[src/rtl/idma_obi_arbiter_pkg.sv]
// idma_obi_arbiter_pkg: shared helper for index/pointer widths of the OBI arbiter
package idma_obi_arbiter_pkg;
    function automatic int unsigned idx_width(input int unsigned n);
        return (n > 1) ? $clog2(n) : 1;
    endfunction
endpackage

[src/rtl/idma_obi_arbiter_fifo.sv]
// idma_obi_arbiter_fifo: in-order index FIFO recording which input owns each outstanding request
// Ports: clk_i/rst_ni clock and async active-low reset; push_i/data_i write side;
// pop_i/data_o read side (data_o is the head); full_o/empty_o derived from the registered count.
module idma_obi_arbiter_fifo
    import idma_obi_arbiter_pkg::*;
#(
    parameter int unsigned Width = 1,
    parameter int unsigned Depth = 4
)(
    input  logic             clk_i,
    input  logic             rst_ni,
    input  logic             push_i,
    input  logic [Width-1:0] data_i,
    input  logic             pop_i,
    output logic [Width-1:0] data_o,
    output logic             full_o,
    output logic             empty_o
);
    localparam int unsigned PtrW = idx_width(Depth);
    localparam int unsigned CntW = $clog2(Depth + 1);
    logic [Width-1:0] mem_q [Depth];
    logic [PtrW-1:0]  wr_q, rd_q;
    logic [CntW-1:0]  cnt_q;
    assign full_o  = cnt_q == CntW'(Depth);
    assign empty_o = cnt_q == '0;
    assign data_o  = mem_q[rd_q];
    always_ff @(posedge clk_i or negedge rst_ni) begin
        if (!rst_ni) begin
            wr_q  <= '0;
            rd_q  <= '0;
            cnt_q <= '0;
        end else begin
            if (push_i) wr_q <= (wr_q == PtrW'(Depth - 1)) ? '0 : wr_q + PtrW'(1);
            if (pop_i) rd_q <= (rd_q == PtrW'(Depth - 1)) ? '0 : rd_q + PtrW'(1);
            cnt_q <= cnt_q + CntW'(push_i) - CntW'(pop_i);
        end
    end
    always_ff @(posedge clk_i) begin
        if (push_i) mem_q[wr_q] <= data_i;
    end
endmodule

[src/rtl/idma_obi_arbiter.sv]
// idma_obi_arbiter: round-robin arbiter sharing one OBI manager port among NumInp iDMA channels
// Ports: inp_a_* per-input A phase (req/addr/we/be/wdata in, gnt out); inp_r_* per-input R phase
// (valid out, ready in, rdata broadcast); oup_a_*/oup_r_* the shared OBI port; busy_o is high
// while a stalled request is locked or any granted request awaits its response.
module idma_obi_arbiter
    import idma_obi_arbiter_pkg::*;
#(
    parameter int unsigned NumInp         = 2,
    parameter int unsigned AddrWidth      = 32,
    parameter int unsigned DataWidth      = 32,
    parameter int unsigned MaxOutstanding = 4,
    parameter int unsigned StrbWidth      = DataWidth / 8,
    parameter int unsigned IdxWidth       = idx_width(NumInp)
)(
    input  logic                                clk_i,
    input  logic                                rst_ni,
    input  logic [NumInp-1:0]                   inp_a_req_i,
    input  logic [NumInp-1:0][AddrWidth-1:0]    inp_a_addr_i,
    input  logic [NumInp-1:0]                   inp_a_we_i,
    input  logic [NumInp-1:0][StrbWidth-1:0]    inp_a_be_i,
    input  logic [NumInp-1:0][DataWidth-1:0]    inp_a_wdata_i,
    output logic [NumInp-1:0]                   inp_a_gnt_o,
    output logic [NumInp-1:0]                   inp_r_valid_o,
    input  logic [NumInp-1:0]                   inp_r_ready_i,
    output logic [DataWidth-1:0]                inp_r_rdata_o,
    output logic                                oup_a_req_o,
    output logic [AddrWidth-1:0]                oup_a_addr_o,
    output logic                                oup_a_we_o,
    output logic [StrbWidth-1:0]                oup_a_be_o,
    output logic [DataWidth-1:0]                oup_a_wdata_o,
    input  logic                                oup_a_gnt_i,
    input  logic                                oup_r_valid_i,
    input  logic [DataWidth-1:0]                oup_r_rdata_i,
    output logic                                oup_r_ready_o
    ,output logic                               busy_o
);
    logic [IdxWidth-1:0] prio_q, sel_q, rr_idx, cand, winner, head;
    logic                lock_q, fifo_full, fifo_empty, win_req, push, pop, r_ok;
    // Last hit in a descending scan is the closest requester at or above prio_q.
    always_comb begin
        rr_idx = prio_q;
        cand   = '0;
        for (int i = NumInp - 1; i >= 0; i--) begin
            cand = IdxWidth'((int'(prio_q) + i) % NumInp);
            if (inp_a_req_i[cand]) rr_idx = cand;
        end
    end
    assign winner        = lock_q ? sel_q : rr_idx;
    assign win_req       = inp_a_req_i[winner];
    assign oup_a_req_o   = win_req & !fifo_full;
    assign oup_a_addr_o  = win_req ? inp_a_addr_i[winner] : '0;
    assign oup_a_we_o    = win_req & inp_a_we_i[winner];
    assign oup_a_be_o    = win_req ? inp_a_be_i[winner] : '0;
    assign oup_a_wdata_o = win_req ? inp_a_wdata_i[winner] : '0;
    assign push          = oup_a_req_o & oup_a_gnt_i;
    assign r_ok          = oup_r_valid_i & !fifo_empty;
    assign oup_r_ready_o = inp_r_ready_i[head] & !fifo_empty;
    assign pop           = oup_r_valid_i & oup_r_ready_o;
    assign inp_r_rdata_o = r_ok ? oup_r_rdata_i : '0;
    assign busy_o        = lock_q | !fifo_empty;
    always_comb begin
        inp_a_gnt_o           = '0;
        inp_a_gnt_o[winner]   = push;
        inp_r_valid_o         = '0;
        inp_r_valid_o[head]   = r_ok;
    end
    always_ff @(posedge clk_i or negedge rst_ni) begin
        if (!rst_ni) begin
            prio_q <= '0;
            sel_q  <= '0;
            lock_q <= 1'b0;
        end else if (push) begin
            lock_q <= 1'b0;
            prio_q <= (winner == IdxWidth'(NumInp - 1)) ? '0 : winner + IdxWidth'(1);
        end else if (oup_a_req_o) begin
            lock_q <= 1'b1;
            sel_q  <= winner;
        end
    end
    idma_obi_arbiter_fifo #(
        .Width (IdxWidth),
        .Depth (MaxOutstanding)
    ) i_idx_fifo (
        .clk_i   (clk_i),
        .rst_ni  (rst_ni),
        .push_i  (push),
        .data_i  (winner),
        .pop_i   (pop),
        .data_o  (head),
        .full_o  (fifo_full),
        .empty_o (fifo_empty)
    );
endmodule
[config.mk]
export PLATFORM = sky130hd
export DESIGN_NAME = idma_obi_arbiter
export DESIGN_NICKNAME = d
export VERILOG_FILES = /design/src/rtl/idma_obi_arbiter_pkg.sv /design/src/rtl/idma_obi_arbiter_fifo.sv /design/src/rtl/idma_obi_arbiter.sv
export SDC_FILE = /design/constraint.sdc
export NUM_CORES = 1
export LEC_CHECK = 0
export BUFFER_PORTS_ARGS = -buffer_cell sky130_fd_sc_hd__buf_2
export CORE_AREA = 3 3 108 110
export DETAILED_ROUTE_END_ITERATION = 6
export DIE_AREA = 0 0 111 113
export SETUP_SLACK_MARGIN = 0.05
export SLEW_MARGIN = 20
export SYNTH_ARGS = -nofsm -noshare
export SYNTH_HDL_FRONTEND = slang
export SYNTH_SLANG_ARGS = --single-unit
[constraint.sdc]
create_clock -name clk_i -period 3.1 [get_ports clk_i]
set_input_delay 0.31 -clock clk_i [delete_from_list [all_inputs] [get_ports clk_i]]
set_output_delay 0.31 -clock clk_i [all_outputs]
set_load 0.03 [all_outputs]
==> summary.txt, run 1 <==
Status = finished clean
Initial antenna violation count = 0
First-pass GRT wire length = 13.8 mm
Port bufs = 285
WHS Path Cells = 2
Register area share after synthesis = 18.8%
Place WS = 0.453 ns
DR top layer = met4
Fin. max-slew vios = 0
Placed cell areas = 3560 um^2
Vias in the first global route = 2907
Post-layout nets = 790
Final setup margin = 0.464 ns
Hold path startpoint = oup_a_gnt_i
WP data required = 3.23 ns
Die height = 113 um
GRT overflow = 0
Largest net degree at the start of global routing = 73
Fmax = 379 MHz
Worst reg2reg setup slack = 0.46 ns
Lkg Pwr = 2.13 nW
Core area = 10800 um^2
CTS tree = yes
Pwr Total = 3.56 mW
Actual slew at the worst max-slew pin = 0.743 ns
Mapped Cells = 331
Tcrit/Tclk final = 85.0%
IO Count = 286
Setup CP Type = flip-flop to flip-flop
Wire per inst = 12.6 um
H-tree depth = 1
Fin Hold WS = 0.277 ns
Number of DRC markers in iteration 0 = 97
Starting Density = 18.2%
RSZ-0062 raised after global routing = no
Synth Register Bits = 14
First drt pass iteration count = 4
Syn. warnings = 0
Synth Cell Area = 1970 um^2
Area growth, synth to finish = 83.7%
DP Wirelength = 7.81 mm
# clock sinks = 14
Fin Setup TNS = 0 ns
N_diodes = 0
# rows = 38
GP Congestion = 0.736
Met3 routed wirelength = 780 um
Die area = 12500 um^2
Root buf cell = clkbuf_8
Critical path endpoint category = flip-flop
Dpl cells = 738
Final core occ = 33.5%
Max-cap violations = 0
PwrDens = 987 nW/um^2
Total global-route track usage = 13.1%
Syn_nets = 517
Met2 WL = 4.80 mm
Layout cell share with drive strength beyond 1 = 50.4%
Final Hold Fails = 0
Clk pin slew, worst setup/hold paths = 0.06 ns
Worst-path maximum fanout = 4
Via count = 3147
Wire length on met1 = 3.71 mm
Avg Cell Area, Syn = 5.94 um^2
WL final = 9.34 mm
CP arrival = 2.76 ns
Final setup fails = 0
DRC = 0
Die Wd = 111 um
Post-DRT Antenna Nets = 0
Via-per-instance ratio = 4.24
Clock Latency Late Sink = 0.24 ns
Worst min-delay path class = primary input to flip-flop
Reg-to-Reg End = i_idx_fifo.cnt_q[2]$_DFF_PN0_
Setup Skew = 0.000898 ns
Worst setup SP type = flip-flop
Inserted Clock Buffers = 3
R2r startpoint = i_idx_fifo.rd_q[0]$_DFFE_PN0P_
Slew HR = 50.5%
Distinct cell type count after synthesis = 30
CTS max path bufs = 2
R2R cell count = 10
Worst vdd ir = 0.439 mV
Minimum clock period after layout = 2.64 ns
End point of the worst hold path = sel_q$_DFFE_PN0P_
Layout Cells excl Fill = 743
Final instance area = 3610 um^2
Post-CTS setup buffer count = 0
## cells by family (layout without fill, tap and decap cells)
group | count (synthesis) | in the layout | synth area share, %
and+or+nand+nor | 191 | 191 | 42.6
buffers and inverters | 33 | 305 | 6.87
xor gates and xnor gates | 2 | 2 | 0.891
muxes | 7 | 7 | 4.52
DFF | 14 | 14 | 18.8
adders and majority gates | 8 | 8 | 5.47
AOI/OAI and AO/OA | 76 | 76 | 20.8
## metal layers
layer,global-route usage (%),vias up
li1,-,1609
met4,2.22,0
met3,1.93,5
met2,25.0,178
met1,15.9,1355
met5,0,-
## cells in the final DEF (no fill, tap or decap), types with 3 or more instances in the layout
master,count
dfrtp_1,10
nor2_1,8
buf_4,5
inv_1,7
clkbuf_8,3
mux2_2,3
nand2_1,139
ha_1,7
buf_2,285
and2_1,37
edfxtp_1,4
a21oi_1,69
## synthesized netlist by cell type
cell type | number | share of area, %
nand2_1 | 139 | 27
a21oi_1 | 69 | 18
and2_1 | 37 | 12
clkbuf_1 | 12 | 2.3
dfrtp_1 | 10 | 13
buf_2 | 9 | 2.3
nor2_1 | 8 | 1.5
ha_1 | 7 | 4.5
inv_1 | 7 | 1.3
buf_1 | 4 | 0.76
edfxtp_1 | 4 | 6.1
mux2_2 | 3 | 1.7
a21boi_0 | 2 | 0.76
mux2_1 | 2 | 1.1
nor2b_1 | 2 | 0.64
xnor2_1 | 2 | 0.89
and2b_1 | 1 | 0.38
fa_1 | 1 | 1.0
inv_2 | 1 | 0.19
mux2i_1 | 1 | 0.51
mux4_2 | 1 | 1.1
nand2b_1 | 1 | 0.32
nor3_1 | 1 | 0.25
nor3_4 | 1 | 0.83
nor3b_1 | 1 | 0.38
o21a_1 | 1 | 0.38
o2bb2ai_2 | 1 | 0.76
o31a_1 | 1 | 0.45
o31ai_1 | 1 | 0.38
o41ai_1 | 1 | 0.45
## flip-flops by register name (all words and copies together), names as in the netlist
register          count
i_idx_fifo.wr_q       2
lock_q                1
sel_q                 1
i_idx_fifo.mem_q      4
i_idx_fifo.rd_q       2
prio_q                1
i_idx_fifo.cnt_q      3
## critical path: stages (launching register included)
cell,delay (ns)
dfrtp_1,0.40
mux4_2,0.55
mux2i_1,0.17
nor2b_1,0.26
ha_1,0.28
inv_1,0.06
ha_1,0.12
inv_1,0.04
fa_1,0.37
xnor2_1,0.15
xnor2_1,0.12
## power by group
part	leakage [nW]	internal [mW]	switching, mW
logic	1.96	0.941	2.11
registers	0.154	0.280	0.0746
clock network	0.0228	0.0909	0.0633
total	2.13	1.31	2.25
## final cells by class
| type | instances | area (um^2) |
|---|---|---|
| Sequential cell | 14 | 370 |
| Tap cell | 140 | 175 |
| Multi-Input combinational cell | 284 | 1480 |
| Fill cell | 1218 | 7180 |
| Clock buffer | 4 | 45.0 |
| Inverter | 8 | 30.0 |
| Timing Repair Buffer | 293 | 1510 |
## timing repair
action                                 in CTS  in global routing
hold buffers                                1                  0
gates resized for setup                     0                  0
endpoints found under the hold margin      10                  0
## how the worst max path moves through the flow
| stage | startpoint | endpoint | slack, ns | cells past startpoint |
|---|---|---|---|---|
| detailed placement | i_idx_fifo.rd_q[0]$_DFFE_PN0P_ | i_idx_fifo.cnt_q[2]$_DFF_PN0_ | 0.45 | 10 |
| floorplan | i_idx_fifo.rd_q[0]$_DFFE_PN0P_ | i_idx_fifo.cnt_q[2]$_DFF_PN0_ | 0.63 | 10 |
| global placement | lock_q$_DFFE_PN0P_ | i_idx_fifo.cnt_q[2]$_DFF_PN0_ | 0.48 | 11 |
| global route | i_idx_fifo.rd_q[0]$_DFFE_PN0P_ | i_idx_fifo.cnt_q[2]$_DFF_PN0_ | 0.31 | 10 |
| CTS | i_idx_fifo.rd_q[0]$_DFFE_PN0P_ | i_idx_fifo.cnt_q[2]$_DFF_PN0_ | 0.44 | 10 |
| finish | i_idx_fifo.rd_q[0]$_DFFE_PN0P_ | i_idx_fifo.cnt_q[2]$_DFF_PN0_ | 0.46 | 10 |
Power figures use the tool's default switching activity.
==> inputs of run 2 (changes only) <==
--- a/config.mk
+++ b/config.mk
@@ -9,6 +9,7 @@
 export CORE_AREA = 3 3 108 110
 export DETAILED_ROUTE_END_ITERATION = 6
 export DIE_AREA = 0 0 111 113
+export PLACE_DENSITY = 0.5
 export SETUP_SLACK_MARGIN = 0.05
 export SLEW_MARGIN = 20
 export SYNTH_ARGS = -nofsm -noshare
==> summary.txt, run 2 (synthesis results as in run 1) <==
Vias in the first global route = 3105 (+6.8%)
H-tree depth = 1 (unchanged)
CP arrival = 2.81 ns (+0.05 ns)
RSZ-0062 raised after global routing = no
Wire per inst = 13.3 um (+5.7%)
Initial antenna violation count = 1 (+1)
Largest net degree at the start of global routing = 73 (unchanged)
Clk pin slew, worst setup/hold paths = 0.06 ns (about the same)
Status = finished clean
Port bufs = 285 (unchanged)
Most frequent cells in the layout = buf_2, nand2_1, a21oi_1
Crit-path cells = mux4_2, mux2i_1, nor2b_1, ha_1, inv_1, ha_1, inv_1, fa_1, xnor2_1, xnor2_1
Worst path slowest cell = mux4_2
Setup Skew = 0.00583 ns (+0.00494 ns)
Starting Density = 18.2% (unchanged)
Via count = 3170 (+0.73%)
Number of DRC markers in iteration 0 = 119 (+23%)
Core area = 10800 um^2 (unchanged)
Crit-path max cell delay = 0.55 ns (about the same)
IO Count = 286 (unchanged)
Inserted Clock Buffers = 3 (unchanged)
Most common cell after layout, fill and taps aside = buf_2
Post-DRT Antenna Nets = 0 (unchanged)
Layout Cells excl Fill = 743 (unchanged)
Max reg flops = 4 (unchanged)
Final core occ = 33.3% (-0.19 points)
Cell depth of the worst setup path = 10 (unchanged)
GRT overflow = 0 (unchanged)
Lkg Pwr = 2.12 nW (-0.45%)
First drt pass iteration count = 4 (unchanged)
Worst vdd ir = 0.443 mV (+1.1%)
Clock Latency Late Sink = 0.25 ns (about the same)
Total global-route track usage = 14.3% (+1.2 points)
Post-layout nets = 789 (-0.13%)
Root buf cell = clkbuf_8
WHS Path Cells = 2 (unchanged)
Worst-path maximum fanout = 4 (unchanged)
GP Congestion = 0.820 (+11%)
Actual slew at the worst max-slew pin = 0.734 ns (-0.00810 ns)
Final Hold Fails = 0 (unchanged)
CTS tree = yes
Minimum clock period after layout = 2.65 ns (+0.0105 ns)
Area growth, synth to finish = 82.7%
PwrDens = 982 nW/um^2 (-0.47%)
Final setup fails = 0 (unchanged)
Reg with most FFs = i_idx_fifo.mem_q
Critical path endpoint category = flip-flop
Fill cell count = 1238 (+1.6%)
Cell family with most CP delay = adder cells
Max-cap violations = 0 (unchanged)
Fin. max-slew vios = 0 (unchanged)
Die area = 12500 um^2 (unchanged)
Via-per-instance ratio = 4.27 (+0.73%)
WP data required = 3.27 ns (+0.04 ns)
WL final = 9.88 mm (+5.7%)
DRC = 0 (unchanged)
DP Wirelength = 8.25 mm (+5.6%)
Fmax = 378 MHz (-0.40%)
Setup CP Type = flip-flop to flip-flop
# rows = 38 (unchanged)
Die height = 113 um (unchanged)
Worst min-delay path class = primary input to flip-flop
Dpl cells = 737 (-0.14%)
# clock sinks = 14 (unchanged)
Biggest regs = i_idx_fifo.mem_q x4, i_idx_fifo.cnt_q x3
First-pass GRT wire length = 15.2 mm (+9.6%)
CTS max path bufs = 2 (unchanged)
Worst setup SP type = flip-flop
Die Wd = 111 um (unchanged)
CP bufs+invs = 2 (unchanged)
Fin Setup TNS = 0 ns (unchanged)
Slew HR = 51.0% (+0.54 points)
R2R cell count = 10 (unchanged)
Layout cell share with drive strength beyond 1 = 50.2% (-0.25 points)
Tcrit/Tclk final = 85.4% (+0.34 points)
## run 2: metrics by stage
step / total power, mW / hold WS (ns) / instance area [um^2] / setup WS [ns]
after floorplan: 2.52 / 0.0144 / 1970 / 0.632
after global placement: 3.40 / 0.192 / 3530 / 0.486
after detailed placement: 3.42 / 0.188 / 3530 / 0.444
after CTS: 3.59 / 0.322 / 3590 / 0.415
after global routing: 3.85 / 0.326 / 3590 / 0.272
final: 3.53 / 0.316 / 3590 / 0.454
## run 2: what timing repair did
action / in CTS / in global routing
hold endpoints to repair: 10 / 0
gates resized for setup: 0 / 0
hold buffers: 1 / 0
endpoints found under the setup margin: 0 / 0
buffers inserted: 0 / 0
## run 2: final cells by class
class	count	area, um^2	share of cell area [%]
inverter	8	30.0	0.836
sequential	14	370	10.3
antenna	1	2.50	0.0697
tap	140	175	4.88
clock inverter	1	3.75	0.105
timing repair buffer	292	1490	41.6
multi-input combinational	284	1470	41.0
clock buffer	3	41.3	1.15
## run 2: path summary, 6_finish.rpt
check / start / end / slack, ns
min in group asynchronous: rst_ni / sel_q$_DFFE_PN0P_ / 0.46
worst max register to register: i_idx_fifo.rd_q[0]$_DFFE_PN0P_ / i_idx_fifo.cnt_q[2]$_DFF_PN0_ / 0.45
worst min-delay path: oup_a_gnt_i / sel_q$_DFFE_PN0P_ / 0.32
max in group asynchronous: rst_ni / i_idx_fifo.rd_q[1]$_DFFE_PN0P_ / 2.44
worst max-delay path: i_idx_fifo.rd_q[0]$_DFFE_PN0P_ / i_idx_fifo.cnt_q[2]$_DFF_PN0_ / 0.45
worst min register to register: prio_q$_DFFE_PN0P_ / prio_q$_DFFE_PN0P_ / 0.54
## run 2: layer usage
metal | up-vias | global-route usage [%] | routed length [um]
met1 | 1376 | 16.4 | 3780
met4 | 0 | 2.63 | 108
met2 | 180 | 27.6 | 5120
met5 | - | 0 | 0
met3 | 8 | 2.99 | 872
li1 | 1606 | - | -
## run 2: worst reg2reg max path, cell delays in order, from the launching register on
cell and delay [ns]:
dfrtp_1 0.40, mux4_2 0.55, mux2i_1 0.16, nor2b_1 0.26, ha_1 0.28, inv_1 0.05, ha_1 0.12, inv_1 0.04
fa_1 0.37, xnor2_1 0.18, xnor2_1 0.14
## run 2: power breakdown
part / internal, mW / switching [mW]
Clock: 0.0876 / 0.0651
Sequential: 0.280 / 0.0728
Combinational: 0.910 / 2.11
Total: 1.28 / 2.25
==> inputs of run 3 (changes only) <==
--- a/config.mk
+++ b/config.mk
@@ -6,10 +6,10 @@
 export NUM_CORES = 1
 export LEC_CHECK = 0
 export BUFFER_PORTS_ARGS = -buffer_cell sky130_fd_sc_hd__buf_2
-export CORE_AREA = 3 3 108 110
+export CORE_AREA = 2 2 111 113
 export DETAILED_ROUTE_END_ITERATION = 6
-export DIE_AREA = 0 0 111 113
-export PLACE_DENSITY = 0.5
+export DIE_AREA = 0 0 113 115
+export PLACE_DENSITY = 0.47
 export SETUP_SLACK_MARGIN = 0.05
 export SLEW_MARGIN = 20
 export SYNTH_ARGS = -nofsm -noshare
==> summary.txt, run 3 (synthesis results as in run 1) <==
Lkg Pwr = 2.14 nW (+0.64%)
Clock Latency Late Sink = 0.24 ns (about the same)
Fin Hold WS = 0.300 ns (-0.0162 ns)
Post-DRT Antenna Nets = 0 (unchanged)
Worst setup SP type = flip-flop
RSZ-0062 raised after global routing = no
WP data required = 3.26 ns (about the same)
Die area = 13000 um^2 (+3.6%)
Number of DRC markers in iteration 0 = 94 (-21%)
Critical path endpoint category = flip-flop
Worst-path maximum fanout = 8 (+4)
Final setup fails = 0 (unchanged)
Vias in the first global route = 2820 (-9.2%)
Fill cell count = 1308 (+5.7%)
Port bufs = 285 (unchanged)
# clock sinks = 14 (unchanged)
Worst min-delay path class = primary input to flip-flop
Initial antenna violation count = 0 (-1)
Pwr Total = 3.58 mW (+1.6%)
CTS tree = yes
Layout Cells excl Fill = 749 (+0.81%)
Die height = 115 um (+1.8%)
IO Count = 286 (unchanged)
Fin. max-slew vios = 0 (unchanged)
Place WS = 0.418 ns (-0.0257 ns)
Post-CTS setup buffer count = 0 (unchanged)
Biggest regs = i_idx_fifo.mem_q x4, i_idx_fifo.cnt_q x3
# rows = 40 (+5.3%)
GP Congestion = 0.750 (-8.6%)
Actual slew at the worst max-slew pin = 0.761 ns (+0.0269 ns)
Slew HR = 49.2% (-1.8 points)
Reg with most FFs = i_idx_fifo.mem_q
H-tree depth = 1 (unchanged)
Placed cell areas = 3540 um^2 (+0.25%)
Fin Setup TNS = 0 ns (unchanged)
Max reg flops = 4 (unchanged)
CP arrival = 2.84 ns (+0.03 ns)
Post-CTS sizing = 0 (unchanged)
CP bufs+invs = 3 (+1)
CTS max path bufs = 2 (unchanged)
Die Wd = 113 um (+1.8%)
Via-per-instance ratio = 4.24 (-0.64%)
Layout cell share with drive strength beyond 1 = 50.2% (unchanged)
Root buf cell = clkbuf_16
Final setup margin = 0.426 ns (-0.0278 ns)
Most frequent cells in the layout = buf_2, nand2_1, a21oi_1
DRC = 20 (+20)
Minimum clock period after layout = 2.67 ns (+0.0278 ns)
WL final = 8.69 mm (-12%)
Via count = 3175 (+0.16%)
Worst path slowest cell = dfrtp_1
Area growth, synth to finish = 84.7%
Tcrit/Tclk final = 86.3% (+0.90 points)
N_diodes = 0 (-1)
Top cell by count, worst path = inv_1
Most common cell after layout, fill and taps aside = buf_2
Violated checks = design-rule violations
Dpl cells = 744 (+0.95%)
Post-layout nets = 789 (unchanged)
PwrDens = 987 nW/um^2 (+0.48%)
Total global-route track usage = 11.7% (-2.7 points)
Worst vdd ir = 0.296 mV (-33%)
Status = finished, violations left
Wire per inst = 11.6 um (-13%)
Final Hold Fails = 0 (unchanged)
Core area = 11800 um^2 (+9.4%)
CTS Hold Bufs = 1 (unchanged)
Starting Density = 16.6% (-1.6 points)
Final core occ = 30.7% (-2.5 points)
Max-cap violations = 0 (unchanged)
Crit-path max cell delay = 0.45 ns (-0.10 ns)
First-pass GRT wire length = 12.6 mm (-17%)
Setup CP Type = flip-flop to flip-flop
Crit-path cells = a21boi_0, o2bb2ai_4, nor3_4, inv_1, ha_1, inv_1, ha_1, inv_1, fa_1, xnor2_1, xnor2_1
First drt pass iteration count = 6 (+2)
Clk pin slew, worst setup/hold paths = 0.04 ns (-0.02 ns)
Final instance area = 3630 um^2 (+1.1%)
Inserted Clock Buffers = 3 (unchanged)
Setup Skew = 0.000526 ns (-0.00531 ns)
DP Wirelength = 6.98 mm (-15%)
Cell family with most CP delay = adder cells
GRT overflow = 0 (unchanged)
Fmax = 374 MHz (-1.0%)
Largest net degree at the start of global routing = 75 (+2.7%)
==> run 3: changes by cell type in the layout (fill, tap and decap cells not counted), sizes merged <==
| cell | delta |
|---|---|
| diode | -1 |
==> run 3: worst paths after layout <==
path	start	endpoint	slack [ns]	depth (start not counted)
max	lock_q$_DFFE_PN0P_	i_idx_fifo.cnt_q[2]$_DFF_PN0_	0.43	11
min	oup_a_gnt_i	sel_q$_DFFE_PN0P_	0.30	2
max reg2reg	lock_q$_DFFE_PN0P_	i_idx_fifo.cnt_q[2]$_DFF_PN0_	0.43	11
min reg2reg	prio_q$_DFFE_PN0P_	prio_q$_DFFE_PN0P_	0.53	1
max in group asynchronous	rst_ni	i_idx_fifo.cnt_q[2]$_DFF_PN0_	2.45	2
min in group asynchronous	rst_ni	i_idx_fifo.wr_q[1]$_DFFE_PN0P_	0.46	2
==> run 3: layout make-up <==
type / count / area, um^2 / share of cell area [%]
repair buffers: 292 / 1490 / 41.1
clock inverters: 1 / 3.75 / 0.103
multi-input cells: 284 / 1470 / 40.6
flip-flops and latches: 14 / 370 / 10.2
clock buffers: 3 / 75.1 / 2.07
inverters: 8 / 30.0 / 0.827
well taps: 147 / 184 / 5.07
==> run 3: worst reg2reg max path: stages, from the launching register on <==
cell and delay (ns):
dfrtp_1 0.45, a21boi_0 0.37, o2bb2ai_4 0.13, nor3_4 0.30
inv_1 0.15, ha_1 0.29, inv_1 0.05, ha_1 0.13
inv_1 0.04, fa_1 0.37, xnor2_1 0.18, xnor2_1 0.14
==> run 3: power by group <==
part	leakage, nW	internal [mW]	switching [mW]	total, mW
clock network	0.0385	0.170	0.0702	0.240
logic	1.95	0.910	2.08	2.99
registers	0.154	0.281	0.0741	0.355
==> run 3: per-layer routing <==
layer  global-route usage [%]  share of wire (%)
met5                        0                  0
met3                     1.48                8.7
met2                     24.2                 54
met4                     2.36               0.81
met1                     12.5                 37
